`config.mk`:
```
export PLATFORM = sky130hd
export DESIGN_NAME = iir_tdm_sched
export DESIGN_NICKNAME = d
export VERILOG_FILES = /design/src/rtl/iir_tdm_sched.sv
export SDC_FILE = /design/constraint.sdc
export NUM_CORES = 1
export LEC_CHECK = 0
export CAP_MARGIN = 5
export CORE_AREA = 2 2 184 186
export CTS_CLUSTER_DIAMETER = 30
export DETAILED_ROUTE_END_ITERATION = 10
export DIE_AREA = 0 0 186 188
export GPL_TIMING_DRIVEN = 0
export PLACE_DENSITY = 0.83
export SLEW_MARGIN = 20
export SYNTH_ARGS = -nofsm -noshare
export SYNTH_HDL_FRONTEND = slang
export SYNTH_SLANG_ARGS = --single-unit
```
`constraint.sdc`:
```
create_clock -name clk_i -period 25.4 [get_ports clk_i]
set_input_delay 5.08 -clock clk_i [delete_from_list [all_inputs] [get_ports clk_i]]
set_output_delay 5.08 -clock clk_i [all_outputs]
set_load 0.01 [all_outputs]
```
`src/rtl/iir_tdm_sched.sv`:
```
// Time-multiplexed first-order IIR filter: NCH channels share one 16x18 multiplier.
// A round-robin scheduler picks one channel per IDLE visit. The sample is then run
// through three MAC steps and an OUT step, so one result is produced every 5 cycles.
module iir_tdm_sched #(
  parameter int unsigned        NCH     = 4,
  parameter logic signed [17:0] coef_b0 = 18'sd131070,
  parameter logic signed [17:0] coef_b1 = -18'sd123584,
  parameter logic signed [17:0] coef_a1 = 18'sd22500
) (
  input  logic                    clk_i,
  input  logic                    reset_i,
  input  logic [NCH-1:0]          req_i,
  input  logic [16*NCH-1:0]       data_i,
  output logic [NCH-1:0]          ack_o,
  output logic                    busy_o,
  output logic                    out_valid_o,
  output logic [$clog2(NCH)-1:0]  out_chan_o,
  output logic [15:0]             data_o
);

  localparam int unsigned CW = $clog2(NCH);

  localparam logic signed [17:0] ACC_MAX = 18'sh1FFFF;
  localparam logic signed [17:0] ACC_MIN = 18'sh20000;
  localparam logic signed [15:0] OUT_MAX = 16'sh7FFF;
  localparam logic signed [15:0] OUT_MIN = 16'sh8000;

  typedef enum logic [2:0] {
    S_IDLE = 3'd0,
    S_MAC0 = 3'd1,
    S_MAC1 = 3'd2,
    S_MAC2 = 3'd3,
    S_OUT  = 3'd4
  } state_t;

  state_t state_q, state_d;

  logic [CW-1:0]      chan_q;
  logic signed [15:0] x_q;
  logic signed [17:0] acc_q;
  logic signed [15:0] x1_q [NCH];
  logic signed [15:0] y1_q [NCH];

  logic               gnt_found_c;
  logic [CW-1:0]      gnt_idx_c;
  logic [15:0]        gnt_data_c;
  logic signed [15:0] mul_a_c;
  logic signed [17:0] mul_b_c;
  logic signed [33:0] prod_c;
  logic signed [18:0] term_c;
  logic signed [18:0] sum_c;
  logic signed [15:0] acc_sat16_c;

  // Clamp a 19-bit sum to the 18-bit accumulator range
  function automatic logic signed [17:0] sat18(input logic signed [18:0] v);
    if (v > 19'(ACC_MAX))      return ACC_MAX;
    else if (v < 19'(ACC_MIN)) return ACC_MIN;
    else                       return v[17:0];
  endfunction

  // Clamp the accumulator to the 16-bit output range
  function automatic logic signed [15:0] sat16(input logic signed [17:0] v);
    if (v > 18'(OUT_MAX))      return OUT_MAX;
    else if (v < 18'(OUT_MIN)) return OUT_MIN;
    else                       return v[15:0];
  endfunction

  // Round-robin grant search starting after the last-granted channel, plus next-state logic
  always_comb begin
    int unsigned j;
    state_d     = state_q;
    gnt_found_c = 1'b0;
    gnt_idx_c   = '0;
    gnt_data_c  = '0;
    j           = 0;
    for (int unsigned i = 1; i <= NCH; i++) begin
      j = 32'(chan_q) + i;
      if (j >= NCH) j = j - NCH;
      if (!gnt_found_c && req_i[CW'(j)]) begin
        gnt_found_c = 1'b1;
        gnt_idx_c   = CW'(j);
        gnt_data_c  = data_i[j*16 +: 16];
      end
    end
    case (state_q)
      S_IDLE:  if (gnt_found_c) state_d = S_MAC0;
      S_MAC0:  state_d = S_MAC1;
      S_MAC1:  state_d = S_MAC2;
      S_MAC2:  state_d = S_OUT;
      S_OUT:   state_d = S_IDLE;
      default: state_d = S_IDLE;
    endcase
  end

  // Shared multiplier operand select, product scaling and accumulate
  always_comb begin
    mul_a_c = x_q;
    mul_b_c = coef_b0;
    case (state_q)
      S_MAC1: begin
        mul_a_c = x1_q[chan_q];
        mul_b_c = coef_b1;
      end
      S_MAC2: begin
        mul_a_c = y1_q[chan_q];
        mul_b_c = coef_a1;
      end
      default: ;
    endcase
    prod_c      = 34'(mul_a_c) * 34'(mul_b_c);
    term_c      = 19'(prod_c >>> 15);
    sum_c       = 19'(acc_q) + term_c;
    acc_sat16_c = sat16(acc_q);
  end

  // FSM state register
  always_ff @(posedge clk_i) begin
    if (reset_i) state_q <= S_IDLE;
    else         state_q <= state_d;
  end

  // Datapath, channel history and registered outputs
  always_ff @(posedge clk_i) begin
    if (reset_i) begin
      chan_q      <= CW'(NCH - 1);
      x_q         <= '0;
      acc_q       <= '0;
      ack_o       <= '0;
      busy_o      <= 1'b0;
      out_valid_o <= 1'b0;
      out_chan_o  <= '0;
      data_o      <= '0;
      for (int k = 0; k < int'(NCH); k++) begin
        x1_q[k] <= '0;
        y1_q[k] <= '0;
      end
    end else begin
      ack_o       <= '0;
      out_valid_o <= 1'b0;
      busy_o      <= (state_d != S_IDLE);
      case (state_q)
        S_IDLE: begin
          if (gnt_found_c) begin
            chan_q <= gnt_idx_c;
            x_q    <= gnt_data_c;
            ack_o  <= NCH'(1) << gnt_idx_c;
          end
        end
        S_MAC0: acc_q <= sat18(term_c);
        S_MAC1: acc_q <= sat18(sum_c);
        S_MAC2: acc_q <= sat18(sum_c);
        S_OUT: begin
          data_o       <= acc_sat16_c;
          out_chan_o   <= chan_q;
          out_valid_o  <= 1'b1;
          x1_q[chan_q] <= x_q;
          y1_q[chan_q] <= acc_sat16_c;
        end
        default: ;
      endcase
    end
  end

endmodule

```
==> reports/metrics.cfg, run 1 <==
[drt]
firstDrtPassIters = 5
routed_wl_mm = 53.7
ant_nets = 0
vias_per_cell = 6.08
drtIter0Drc = 1660
drc_errors = 0
detail_route.wl_per_cell_um = 22.0
via_count = 14900

[worst_setup_path]
worstPathArrival_ns = 12.83
endpoint_kind = register
worst-path-buf-inv = 11
cp.required_ns = 25.74
crit_type = register to register
critPathLaunchType = register
cp_top_family = adder cells
rrSetupSlack_ns = 12.92
r2r-end = acc_q[2]$_SDFFE_PP0P_
slowest_stage = buf_1
cp_max_fo = 10
crit_top_cell = inv_1
rr_worst_depth = 37
slowest_delay_ns = 0.72
worst-path-stages = 37

[logic_synthesis]
synthCells = 1864
synth_fp_nets = 2293
yosysWarnings = 0
async_reset_ff_frac = 0
syn_area_per_cell_um2 = 10.5
ys_seq_area_frac = 0.263
synth_edf_count = 128
syn_area_mm2 = 0.0196
synthFlopType = edfxtp_1
ys_ff_latch = 193
synth_cell_types = 66

[outcome]
outcome = completed

[global_routing]
grt_usage = 0.324
grt_pass1_vias = 15600
grt_antenna_before_repair = 0
grt_max_degree = 25
grt_pass1_wl_mm = 85.3
grt_overflow = 0

[hold_path]
min_path_type = register to register
holdPathStages = 2
min_to = data_o[6]$_SDFFE_PP0N_
worstHoldStart = data_o[6]$_SDFFE_PP0N_

[timing]
post-route-min-period_ns = 12.48
setup_tns_ns = 0
drv_slew = 0
setup_viol = 0
slew_headroom = 0.202
fmax_mhz = 80.1
rsz0062_at_grt = false
tightest_slew_ns = 1.19
period_share = 0.491
setup_slack_ns = 12.92
fin_skew_ns = 0.0178
hold_violations = 0

[cells_and_area]
antennaDiodeCount = 0
layout_common_cells = inv_1, fa_1, edfxtp_1
area_growth_pct = 11.4
fin_util = 0.658
fillers = 2530
final_common_cell = inv_1
nNetsFinal = 2409
drive_gt1_frac = 0.0773

[clocking]
ctsHoldBuffers = 0
clock_sinks = 193
cts_tree = built
cts.clk_slew.worst_paths_ns = 0.07
cts_made_buffers = 17
clock_path_buffers = 2
cts_setup_buffers = 0
clkLatencyLatePin_ns = 0.45
cts_root_buffer = clkbuf_16
cts.repair.resized = 0
htreeDepth = 4

[floorplanning]
num_io_pins = 94
fp.dieW_um = 186
die_h_um = 188
num_rows = 67
start_util = 0.591
dieArea_mm2 = 0.0350
core_area_mm2 = 0.0331

[job]
drv_cap = 0

[place]
hpwl_mm = 43.1
port_buffers = 93
dp_slack_ns = 13.18
routabilityCongestion = 0.981

-- Yosys cell counts (7+ instances only) --
master      n  area (um2)
mux4_2     58        1310
a21o_1     19         143
ha_1      109        1360
fa_1      250        5000
clkbuf_1   59         221
and2_1     91         569
nor2_1    114         428
maj3_1      9        90.1
o221ai_1    8        70.1
mux2_2     32         360
nand2_1   111         417
edfxtp_1  128        3840
dfxtp_1    65        1300
o21a_1     10        75.1
nand3_1    13        65.1
xnor2_1    31         272
or2_2       7        43.8
or3_1      11        68.8
o31ai_1    16         120
and3_1      7        43.8
a21oi_1    73         365
o21bai_1    8        60.1
a22oi_1    16         120
nand2b_1   10        62.6
mux2i_1    35         350
a22o_1     17         149
xor2_1      9        78.8
a211oi_1   10        75.1
o21ai_0    66         330
buf_1       7        26.3
inv_1     367        1380
nor3_1     18        90.1
o22ai_1    20         125
-- worst max-delay path by stage --
stage	startpoint	end	slack, ns
6_report	register	acc_q[2]$_SDFFE_PP0P_	12.92
5_1_grt	register	acc_q[2]$_SDFFE_PP0P_	12.23
4_1_cts	register	acc_q[2]$_SDFFE_PP0P_	13.07
3_5_place_dp	register	acc_q[5]$_SDFFE_PP0P_	13.18
3_3_place_gp	register	acc_q[0]$_SDFFE_PP0P_	13.21
2_1_floorplan	register	acc_q[11]$_SDFFE_PP0P_	15.42
-- final cells by class --
cell class | instances | area, um2 | area share
well taps | 448 | 561 | 0.0257
inverters | 368 | 1380 | 0.0634
plain buffers | 71 | 280 | 0.0129
clock inverters | 15 | 196 | 0.00901
clock buffers | 17 | 425 | 0.0195
repair buffers | 97 | 1020 | 0.0467
flip-flops and latches | 193 | 5140 | 0.236
multi-input cells | 1232 | 12800 | 0.587
-- per-layer routing --
metal | vias up | global-route usage | wire, um
li1 | 6460 | - | -
met1 | 7447 | 0.427 | 20700
met2 | 809 | 0.526 | 25900
met3 | 137 | 0.0678 | 4840
met4 | 0 | 0.126 | 2320
met5 | - | 0 | 0
-- cell families after synthesis --
kind of cell	after synthesis	synth area share
DFF	193	0.263
AOI/OAI and AO/OA	302	0.102
buffers and inverters	439	0.0849
and+or+nand+nor	394	0.0960
adders and majority gates	368	0.330
xor gates and xnor gates	43	0.0207
muxes	125	0.103
-- state kept, by name, summed over array words and instances, names as in the netlist, named ones only --
signal,cells
ack_o,4
acc_q,18
out_valid_o,1
data_o,16
state_q,3
busy_o,1
chan_q,2
x1_q,64
out_chan_o,2
y1_q,64
x_q,16
-- metrics by stage --
step                      hold slack, ns  instance area, um2  std cells
after CTS                          0.447               21800       2441
after global routing               0.459               21800       2441
after global placement             0.430               21100       2405
final                              0.446               21800       2441
after floorplan                    0.440               19600       1864
after detailed placement           0.435               21200       2409
-- worst register-to-register path: cells and delay by family, from the launching register on --
kind	cells	cell delay, ns
adders and majority gates	8	4.00
xor gates and xnor gates	2	0.93
AOI/OAI and AO/OA	12	3.40
and+or+nand+nor	3	0.38
buffers and inverters	11	2.71
DFF	1	0.34
muxes	1	0.65
Power of run 1 is left out: the tool's default activity adds up to more than one toggle a clock period on the data nets, which glitch-free logic cannot reach.
==> inputs of run 2 (changes only) <==
- CORE_AREA: 2 2 184 186 -> 2 2 189 191
- DIE_AREA: 0 0 186 188 -> 0 0 191 193
- PLACE_DENSITY: 0.83 -> 0.82
- clock period: 25.4 -> 10.6 ns (I/O delays scaled with it)
==> reports/metrics.cfg, run 2 (same netlist as run 1, synthesis figures left out) <==
[outcome]
outcome = completed

[drt]
firstDrtPassIters = 6
drc_errors = 0
via_count = 14900
detail_route.wl_per_cell_um = 22.1
drtIter0Drc = 1600
ant_nets = 0
vias_per_cell = 6.06
routed_wl_mm = 54.2

[floorplanning]
start_util = 0.560
core_area_mm2 = 0.0350
die_h_um = 193
dieArea_mm2 = 0.0369
num_rows = 69
fp.dieW_um = 191
num_io_pins = 94

[worst_setup_path]
crit_type = register to register
slowest_stage = fa_1
cp_max_fo = 10
crit_top_cell = fa_1
critPathLaunchType = register
slowest_delay_ns = 0.59
endpoint_kind = register
rr_worst_depth = 36
cp.required_ns = 10.95
worstPathArrival_ns = 10.58

[global_routing]
grt_usage = 0.308
grt_pass1_wl_mm = 85.0
grt_pass1_vias = 15500
grt.met1_usage = 0.404
met2_usage = 0.511
grt.met3_usage = 0.0543
grt_antenna_before_repair = 2
grt_max_degree = 25
grt_overflow = 0
busiest_layer = met2

[timing]
drv_slew = 0
setup_viol = 0
tightest_slew_ns = 1.09
fmax_mhz = 97.7
hold_violations = 0
fin_skew_ns = 0.0166
slew_headroom = 0.265
post-route-min-period_ns = 10.23
period_share = 0.965

[cells_and_area]
fillers = 2702
layout_common_cells = inv_1, fa_1, edfxtp_1
multi_input_area_mm2 = 0.0130
antennaDiodeCount = 0
regArea_mm2 = 0.00515
final_common_cell = inv_1
drive_gt1_frac = 0.110
top_regs = x1_q x64, y1_q x64, acc_q x18
layout.cells.non_filler = 2459
area_growth_pct = 13.1
nNetsFinal = 2414

[job]
drv_cap = 0

[clocking]
clock_path_buffers = 2
htreeDepth = 4
cts_root_buffer = clkbuf_16
cts.clk_slew.worst_paths_ns = 0.08
cts_made_buffers = 17
clkLatencyLatePin_ns = 0.45
clock_sinks = 193
cts_tree = built
ctsHoldBuffers = 0

[place]
port_buffers = 93
hpwl_mm = 43.4
routabilityCongestion = 0.983
placed_cells = 2422

[hold_path]
min_path_type = register to register
holdPathStages = 2

-- run 2: changes by cell type in the layout (fill, tap and decap cells not counted), moves of 6 or more --
cell,delta
clkbuf_1,-14
nor2_2,+7
buf_4,+8
nor2_1,-7
xnor2_1,-6
clkbuf_2,+7
a21oi_1,-6
-- run 2: worst paths after layout --
check        slack [ns]              startpoint                      to
max reg2reg        0.37   state_q[2]$_SDFF_PP0_   acc_q[0]$_SDFFE_PP0P_
max                0.37   state_q[2]$_SDFF_PP0_   acc_q[0]$_SDFFE_PP0P_
min                0.44  data_o[9]$_SDFFE_PP0N_  data_o[9]$_SDFFE_PP0N_
min reg2reg        0.44  data_o[9]$_SDFFE_PP0N_  data_o[9]$_SDFFE_PP0N_
-- run 2: worst max-delay path: cells and delay by family (launching register included) --
family                   cells  cell delay, ns
AND/OR/NAND/NOR              7            1.18
AO/OA/AOI/OAI               10            2.68
buffers and inverters        9            1.48
flip-flops                   1            0.32
XOR/XNOR                     2            0.57
adder cells (fa/ha/maj)      8            3.89
-- run 2: cell type report --
cell class,instances,area share
sequential,193,0.233
timing repair buffer,103,0.0487
buffer,70,0.0158
clock buffer,19,0.0210
tap,461,0.0261
inverter,368,0.0624
multi-input combinational,1232,0.587
clock inverter,13,0.00599
-- run 2: per-layer routing --
| metal | share of wire | up-vias |
|---|---|---|
| met3 | 0.088 | 120 |
| met5 | 0.00041 | - |
| met4 | 0.034 | 4 |
| li1 | - | 6466 |
| met2 | 0.49 | 885 |
| met1 | 0.39 | 7428 |
-- run 2: repair_timing --
item	in CTS	in global routing
gates resized for setup	47	55
setup buffers	1	5
setup endpoints to repair	18	18
pin swaps	1	4
-- run 2: stage by stage --
step	setup TNS [ns]	setup slack [ns]	hold slack, ns	area [um2]	utilization
after floorplan	0	0.618	0.440	19600	-
after global placement	-26.80	-1.70	0.432	21100	0.603
after detailed placement	-29.11	-1.84	0.436	21200	0.606
after CTS	0	0.00695	0.446	21900	0.627
after global routing	-0.0758	-0.0352	0.464	22100	0.633
final	0	0.366	0.443	22100	0.633
Power of run 2 is left out for the same reason.
